==> src/rtl/serial_test_pkg.sv <==
// Shared definitions for the increment-echo link: state encodings, the
// default baud constant and the echo rule both link ends agree on.
package serial_test_pkg;

  localparam int CLK_TICKS_PER_RS232_BIT = 434;

  localparam logic [3:0] ST_IDLE    = 4'd0;
  localparam logic [3:0] ST_SEND    = 4'd1;
  localparam logic [3:0] ST_TX_WAIT = 4'd2;
  localparam logic [3:0] ST_RX_WAIT = 4'd3;
  localparam logic [3:0] ST_RX_READ = 4'd4;
  localparam logic [3:0] ST_CHECK   = 4'd5;
  localparam logic [3:0] ST_NEXT    = 4'd6;
  localparam logic [3:0] ST_DONE    = 4'd7;

  typedef enum logic [3:0] {
    S_IDLE    = ST_IDLE,
    S_SEND    = ST_SEND,
    S_TX_WAIT = ST_TX_WAIT,
    S_RX_WAIT = ST_RX_WAIT,
    S_RX_READ = ST_RX_READ,
    S_CHECK   = ST_CHECK,
    S_NEXT    = ST_NEXT,
    S_DONE    = ST_DONE
  } state_e;

  // The far end answers every byte with its successor, wrapping at 8 bits.
  function automatic logic [7:0] echo_expected(input logic [7:0] b);
    return b + 8'd1;
  endfunction

  // Error counter increment that sticks at its maximum instead of wrapping.
  function automatic logic [7:0] sat_inc8(input logic [7:0] v);
    return (v == 8'hFF) ? v : v + 8'd1;
  endfunction

endpackage

==> src/rtl/serial_echo_tester_if.sv <==
// Byte-level link between the echo tester and its quick_rs232 instance.
interface serial_echo_tester_if;
  logic       tx_transaction;
  logic [7:0] tx_data;
  logic       tx_data_ready;
  logic       tx_data_copied;
  logic       tx_busy;
  logic       rx_byte_received;
  logic [7:0] rx_data;
  logic       rx_err;
  logic       rx_read;

  modport master (
    output tx_transaction, tx_data, tx_data_ready, rx_read,
    input  tx_data_copied, tx_busy, rx_byte_received, rx_data, rx_err
  );

  modport slave (
    input  tx_transaction, tx_data, tx_data_ready, rx_read,
    output tx_data_copied, tx_busy, rx_byte_received, rx_data, rx_err
  );
endinterface

==> src/rtl/serial_echo_tester_rise_detect.sv <==
// Registered rising-edge detector for the receiver's byte-received flag.
module rise_detect (
  input  logic clk,
  input  logic rst,
  input  logic i_sig,
  output logic o_rise
);

  logic r_prev;

  // Keep last cycle's sample so a 0->1 step can be recognised.
  // NOTE: flops use non-blocking assignment so every register sees pre-edge values.
  always_ff @(posedge clk) begin
    if (!rst) r_prev <= 1'b0;
    else      r_prev <= i_sig;
  end

  assign o_rise = i_sig & ~r_prev;

endmodule

==> src/rtl/serial_echo_tester.sv <==
// Host-side initiator for the increment-echo link: sends BYTE_COUNT bytes,
// waits for each echo, checks it against sent+1 and reports a verdict.
module serial_echo_tester
  import serial_test_pkg::*;
#(
  parameter int         BYTE_COUNT     = 16,
  parameter logic [7:0] START_BYTE     = 8'h00,
  parameter int         TIMEOUT_CYCLES = 2000000,
  parameter int         RX_READ_CYCLES = 10
) (
  input  logic                 clk,
  input  logic                 rst,
  input  logic                 start,
  output logic                 busy,
  output logic                 done,
  output logic                 pass,
  output logic [7:0]           err_count,
  output logic [7:0]           last_rx,
  serial_echo_tester_if.master bus
);

  localparam int TIMER_W = (TIMEOUT_CYCLES > 2) ? $clog2(TIMEOUT_CYCLES) : 1;
  localparam int CNT_W   = (RX_READ_CYCLES > 2) ? $clog2(RX_READ_CYCLES) : 1;

  state_e               r_state,          w_state;
  logic [8:0]           r_idx,            w_idx;
  logic [TIMER_W-1:0]   r_timer,          w_timer;
  logic [CNT_W-1:0]     r_cnt,            w_cnt;
  logic [7:0]           r_err_count,      w_err_count;
  logic [7:0]           r_last_rx,        w_last_rx;
  logic [7:0]           r_tx_data,        w_tx_data;
  logic                 r_pass,           w_pass;
  logic                 r_done,           w_done;
  logic                 r_busy,           w_busy;
  logic                 r_rx_err,         w_rx_err;
  logic                 r_tx_transaction, w_tx_transaction;
  logic                 r_tx_data_ready,  w_tx_data_ready;
  logic                 r_rx_read,        w_rx_read;
  logic                 r_rx_pending,     w_rx_pending;
  logic                 w_rx_rise;

  rise_detect u_rise_detect (
    .clk    (clk),
    .rst    (rst),
    .i_sig  (bus.rx_byte_received),
    .o_rise (w_rx_rise)
  );

  // State and datapath registers; reset clears everything and aborts a run.
  always_ff @(posedge clk) begin
    if (!rst) begin
      r_state          <= S_IDLE;
      r_idx            <= '0;
      r_timer          <= '0;
      r_cnt            <= '0;
      r_err_count      <= '0;
      r_last_rx        <= '0;
      r_tx_data        <= '0;
      r_pass           <= 1'b0;
      r_done           <= 1'b0;
      r_busy           <= 1'b0;
      r_rx_err         <= 1'b0;
      r_tx_transaction <= 1'b0;
      r_tx_data_ready  <= 1'b0;
      r_rx_read        <= 1'b0;
      r_rx_pending     <= 1'b0;
    end else begin
      r_state          <= w_state;
      r_idx            <= w_idx;
      r_timer          <= w_timer;
      r_cnt            <= w_cnt;
      r_err_count      <= w_err_count;
      r_last_rx        <= w_last_rx;
      r_tx_data        <= w_tx_data;
      r_pass           <= w_pass;
      r_done           <= w_done;
      r_busy           <= w_busy;
      r_rx_err         <= w_rx_err;
      r_tx_transaction <= w_tx_transaction;
      r_tx_data_ready  <= w_tx_data_ready;
      r_rx_read        <= w_rx_read;
      r_rx_pending     <= w_rx_pending;
    end
  end

  // Next-state and next-output logic for the send/wait/read/check sequence.
  always_comb begin
    // NOTE: every w_ signal starts from its held value so no branch infers a latch.
    w_state          = r_state;
    w_idx            = r_idx;
    w_timer          = r_timer;
    w_cnt            = r_cnt;
    w_err_count      = r_err_count;
    w_last_rx        = r_last_rx;
    w_tx_data        = r_tx_data;
    w_pass           = r_pass;
    w_done           = r_done;
    w_busy           = r_busy;
    w_rx_err         = r_rx_err;
    w_tx_transaction = r_tx_transaction;
    w_tx_data_ready  = r_tx_data_ready;
    w_rx_read        = r_rx_read;
    w_rx_pending     = r_rx_pending;

    // An echo may land while still sending; remember it until it is read.
    if (w_rx_rise && (r_state != S_IDLE)) w_rx_pending = 1'b1;

    case (r_state)
      S_IDLE: begin
        if (start) begin
          w_state          = S_SEND;
          w_busy           = 1'b1;
          w_err_count      = '0;
          w_pass           = 1'b0;
          w_idx            = '0;
          w_tx_data        = START_BYTE;
          w_tx_transaction = 1'b1;
          w_tx_data_ready  = 1'b1;
          w_rx_pending     = 1'b0;
        end
      end
      S_SEND: begin
        if (bus.tx_data_copied) begin
          w_tx_data_ready = 1'b0;
          w_state         = S_TX_WAIT;
        end
      end
      S_TX_WAIT: begin
        if (!bus.tx_busy) begin
          w_tx_transaction = 1'b0;
          w_timer          = '0;
          w_state          = S_RX_WAIT;
        end
      end
      S_RX_WAIT: begin
        // A pending reply takes priority over an expiring timer.
        if (r_rx_pending) begin
          w_rx_pending = 1'b0;
          w_rx_read    = 1'b1;
          w_cnt        = '0;
          w_state      = S_RX_READ;
        end else if (r_timer == TIMER_W'(TIMEOUT_CYCLES - 1)) begin
          w_err_count = sat_inc8(r_err_count);
          w_state     = S_NEXT;
        end else begin
          w_timer = r_timer + TIMER_W'(1);
        end
      end
      S_RX_READ: begin
        if (r_cnt == CNT_W'(RX_READ_CYCLES - 1)) begin
          w_last_rx = bus.rx_data;
          w_rx_err  = bus.rx_err;
          w_rx_read = 1'b0;
          w_state   = S_CHECK;
        end else begin
          w_cnt = r_cnt + CNT_W'(1);
        end
      end
      S_CHECK: begin
        if (r_rx_err || (r_last_rx != echo_expected(START_BYTE + r_idx[7:0])))
          w_err_count = sat_inc8(r_err_count);
        w_state = S_NEXT;
      end
      S_NEXT: begin
        if (r_idx == 9'(BYTE_COUNT - 1)) begin
          w_done  = 1'b1;
          w_busy  = 1'b0;
          w_pass  = (r_err_count == 8'd0);
          w_state = S_DONE;
        end else begin
          w_idx            = r_idx + 9'd1;
          w_tx_data        = START_BYTE + r_idx[7:0] + 8'd1;
          w_tx_transaction = 1'b1;
          w_tx_data_ready  = 1'b1;
          w_state          = S_SEND;
        end
      end
      S_DONE: begin
        w_done  = 1'b0;
        w_state = S_IDLE;
      end
      default: w_state = S_IDLE;
    endcase
  end

  assign busy               = r_busy;
  assign done               = r_done;
  assign pass               = r_pass;
  assign err_count          = r_err_count;
  assign last_rx            = r_last_rx;
  assign bus.tx_transaction = r_tx_transaction;
  assign bus.tx_data        = r_tx_data;
  assign bus.tx_data_ready  = r_tx_data_ready;
  assign bus.rx_read        = r_rx_read;

endmodule

==> src/flat_wrapper.sv <==
// flat-port wrapper written by rule: the top's interface ports become plain ports
module serial_echo_tester_flat import serial_test_pkg::*;
#(
  parameter int         BYTE_COUNT     = 16,
  parameter logic [7:0] START_BYTE     = 8'h00,
  parameter int         TIMEOUT_CYCLES = 2000000,
  parameter int         RX_READ_CYCLES = 10
)
  (clk, rst, start, busy, done, pass, err_count, last_rx, bus_tx_transaction, bus_tx_data, bus_tx_data_ready, bus_rx_read, bus_tx_data_copied, bus_tx_busy, bus_rx_byte_received, bus_rx_data, bus_rx_err);
  serial_echo_tester_if bus_i ();
  input  logic clk;
  input  logic rst;
  input  logic start;
  output logic busy;
  output logic done;
  output logic pass;
  output logic [7:0] err_count;
  output logic [7:0] last_rx;
  output wire logic [$bits(bus_i.tx_transaction)-1:0] bus_tx_transaction;
  output wire logic [$bits(bus_i.tx_data)-1:0] bus_tx_data;
  output wire logic [$bits(bus_i.tx_data_ready)-1:0] bus_tx_data_ready;
  output wire logic [$bits(bus_i.rx_read)-1:0] bus_rx_read;
  input wire logic [$bits(bus_i.tx_data_copied)-1:0] bus_tx_data_copied;
  input wire logic [$bits(bus_i.tx_busy)-1:0] bus_tx_busy;
  input wire logic [$bits(bus_i.rx_byte_received)-1:0] bus_rx_byte_received;
  input wire logic [$bits(bus_i.rx_data)-1:0] bus_rx_data;
  input wire logic [$bits(bus_i.rx_err)-1:0] bus_rx_err;
  assign bus_tx_transaction = bus_i.tx_transaction;
  assign bus_tx_data = bus_i.tx_data;
  assign bus_tx_data_ready = bus_i.tx_data_ready;
  assign bus_rx_read = bus_i.rx_read;
  assign bus_i.tx_data_copied = bus_tx_data_copied;
  assign bus_i.tx_busy = bus_tx_busy;
  assign bus_i.rx_byte_received = bus_rx_byte_received;
  assign bus_i.rx_data = bus_rx_data;
  assign bus_i.rx_err = bus_rx_err;
  serial_echo_tester #(.BYTE_COUNT(BYTE_COUNT), .START_BYTE(START_BYTE), .TIMEOUT_CYCLES(TIMEOUT_CYCLES), .RX_READ_CYCLES(RX_READ_CYCLES)) u_core (.clk(clk), .rst(rst), .start(start), .busy(busy), .done(done), .pass(pass), .err_count(err_count), .last_rx(last_rx), .bus(bus_i));
endmodule
==> config.mk <==
export PLATFORM = sky130hd
export DESIGN_NAME = serial_echo_tester_flat
export DESIGN_NICKNAME = d
export VERILOG_FILES = /design/src/rtl/serial_test_pkg.sv /design/src/rtl/serial_echo_tester_if.sv /design/src/rtl/serial_echo_tester_rise_detect.sv /design/src/rtl/serial_echo_tester.sv /design/src/flat_wrapper.sv
export SDC_FILE = /design/constraint.sdc
export NUM_CORES = 1
export LEC_CHECK = 0
export BUFFER_PORTS_ARGS = -buffer_cell sky130_fd_sc_hd__buf_2
export CAP_MARGIN = 0
export CORE_ASPECT_RATIO = 0.7
export CORE_UTILIZATION = 30
export DETAILED_ROUTE_END_ITERATION = 8
export PLACE_DENSITY_LB_ADDON = 0.08
export SLEW_MARGIN = 20
export SYNTH_ARGS = -nofsm -noshare
export SYNTH_HDL_FRONTEND = slang
export SYNTH_SLANG_ARGS = --single-unit
==> constraint.sdc <==
create_clock -name clk -period 2.8 [get_ports clk]
set_input_delay 0.56 -clock clk [delete_from_list [all_inputs] [get_ports clk]]
set_output_delay 0.56 -clock clk [all_outputs]
set_load 0.005 [all_outputs]
==> flow_summary_export.csv <==
group,metric,value,unit
clock_network,path_clk_slew,0.05,ns
critical_path,cp-end-kind,"flip-flop",
timing,rsz0062_at_grt,"no",
floorplan,start_util,0.308,
logic_synthesis,syn_nets,434,
layout,antenna_cells,0,
layout,finish.instance_area,4070,µm²
clock_network,htree_levels,3,
logic_synthesis,synth_area,3390,µm²
critical_path,crit_start,"u_core.r_state[1]$_SDFFE_PN0P_",
placement,placedInstanceArea,3770,µm²
floorplan,io_pins,45,
grt,grt_max_degree,22,
grt,grt_antenna_before_repair,0,
timing,tns,0,ns
critical_path,critPathRequiredTime,3.03,ns
logic_synthesis,ys_async_sr_fraction,0,
logic_synthesis,synth_top_area_frac,0.366,
timing,fmax,406,MHz
grt,grt_pass1_vias,2794,
placement,pre_cts_ws,0.372,ns
logic_synthesis,ys_types,55,
clock_network,postCtsResizedCells,0,
worst_hold_path,min-delay-start,"bus_rx_data[5]",
critical_path,cp-start-kind,"flip-flop",
clock_network,cts_tree,"yes",
power_and_ir_drop,p_leak,1.61,nW
layout,layout.nets,472,
critical_path,worstReg2RegStart,"u_core.r_state[1]$_SDFFE_PN0P_",
floorplan,row_count,32,
logic_synthesis,syn_area_per_cell,8.21,µm²
logic_synthesis,synth_area_leader_cell,"dfxtp_1",
route,drt-total-wl,9.27,mm
power_and_ir_drop,powerDensity,653,nW/µm²
route,drc,0,
route,vias_per_cell,5.13,
clock_network,cts_setup_buffers,0,
placement,place_congestion,0.745,
timing,fin_skew,0.00573,ns
timing,finalHoldViolations,0,
logic_synthesis,syn_inst,413,
timing,post-route-period-util,0.879,
placement,io_buffers,44,
route,vias,3122,
floorplan,dieArea,11700,µm²
layout,synthToLayoutAreaGrowth,20.0,%
logic_synthesis,synthMostInstantiatedCell,"dfxtp_1",
route,routedWlPerCell,15.2,µm
floorplan,die_w,129,µm
grt,grt_pass1_wl,15.4,mm
floorplan,fp.coreArea,11000,µm²
critical_path,worstPathMaxFanout,14,
timing,layout_setup_ws,0.339,ns
route,ant_nets,0,
clock_network,cts.sinks,62,
clock_network,cts_made_buffers,9,
critical_path,worstSetupPathType,"reg2reg",
worst_hold_path,hold_class,"in2reg",
logic_synthesis,synthTopCellsByArea,"dfxtp_1, nor2_1, xor2_1",
run,maxCapViolations,0,
grt,grt_overflow,0,
layout,layout-drive-gt1-share,0.189,
floorplan,fp.dieH,91.0,µm
logic_synthesis,ys.warnings.count,0,
timing,relSlewSlack,0.545,
logic_synthesis,ys.flop_type,"dfxtp_1",
clock_network,cts.path.max_buffers,2,
timing,maxSlewViolCount,0,
route,drtIter0Drc,224,
logic_synthesis,ys_top_cells_by_count,"dfxtp_1, nor2_1, nand2_1, o21ai_0, a21oi_1",
clock_network,cts_hold_buf,0,
timing,period_needed,2.46,ns
placement,dp_hpwl,6.73,mm
logic_synthesis,synth-seq-cells,62,
clock_network,clock_latency,0.33,ns
power_and_ir_drop,vdd_drop_max,0.314,mV
logic_synthesis,synth-seq-area-share,0.366,
route,dr.pass1.iters,6,
timing,setup_viol,0,
timing,worst_slew_pin_slew,0.676,ns
outcome,status,"completed",
logic_synthesis,synth_edf_count,0,
grt,gr-usage-all-layers,0.170,
clock_network,cts_root_buffer,"clkbuf_16",
critical_path,cp.arrival,2.69,ns
## cells by family after synthesis
logic type	synth area share
and+or+nand+nor	0.243
AOI/OAI and AO/OA	0.204
DFF	0.366
buffers and inverters	0.0579
xor gates and xnor gates	0.0749
muxes	0.0325
adders and majority gates	0.0221
## sequential cells by signal (all words and copies together), names as in the netlist, 2 cells and up
name and flops:
u_core.r_timer 21, u_core.err_count 8, u_core.last_rx 8, u_core.bus.tx_data 7
u_core.r_cnt 4, u_core.r_state 3, u_core.r_idx 2
## through the flow
stage / total power (W) / hold WS (ns) / std cells / utilization
6_report: 0.00266 / 0.468 / 609 / 0.370
5_1_grt: 0.00279 / 0.465 / 609 / 0.370
4_1_cts: 0.00268 / 0.459 / 609 / 0.370
3_5_place_dp: 0.00154 / 0.479 / 593 / 0.342
3_3_place_gp: 0.00154 / 0.466 / 593 / 0.342
2_1_floorplan: 0.00137 / 0.451 / 413 / -
## layer usage
metal	global-route usage	routed length [µm]	vias up
li1	-	-	1575
met1	0.268	5120	1477
met2	0.215	3520	58
met3	0.0442	522	12
met4	0.0500	106	0
met5	0	0	-
## power breakdown
group          internal [W]  leakage [nW]  switching [W]
clock              0.000736         0.146       0.000391
combinational      0.000189         0.968       0.000363
sequential         0.000924         0.501      0.0000533
## final timing paths
path / end / slack (ns) / cells after the start
max reg2reg: u_core.err_count[0]$_SDFFE_PN0P_ / 0.34 / 5
max: u_core.err_count[0]$_SDFFE_PN0P_ / 0.34 / 5
min: u_core.last_rx[5]$_SDFFE_PN0P_ / 0.47 / 3
min reg2reg: u_core.r_timer[19]$_SDFFE_PN0P_ / 0.49 / 2
## critical path: stages (launching register included)
cell and delay, ns:
dfxtp_1 0.64, inv_1 0.27, nor3_1 0.41, a41o_1 0.55, nand3_1 0.19, o41ai_2 0.31
## final cells by class
class	instances	area [µm²]
fill	1163	6940
clock inverter	3	42.5
inverter	9	33.8
timing repair buffer	60	340
clock buffer	13	260
multi-input combinational	309	1960
sequential	62	1240
tap	153	191
## cell usage in the layout (no fill, tap or decap), drive strengths merged, types with 6 or more instances in the layout
| cell type | Yosys | final |
|---|---|---|
| o211ai | 7 | 7 |
| and3 | 13 | 13 |
| xor2 | 18 | 18 |
| nand2 | 36 | 36 |
| ha | 6 | 6 |
| a21oi | 20 | 20 |
| inv | 9 | 9 |
| clkbuf | 15 | 13 |
| o2111ai | 8 | 8 |
| o21ai | 28 | 28 |
| nand3 | 14 | 14 |
| a31oi | 7 | 7 |
| or3 | 9 | 9 |
| xnor2 | 11 | 11 |
| nor4 | 6 | 6 |
| nor2 | 48 | 48 |
| nor3 | 14 | 14 |
| mux2i | 11 | 11 |
| buf | 18 | 60 |
| dfxtp | 62 | 62 |
No activity file was read; power rests on OpenSTA's default activity.
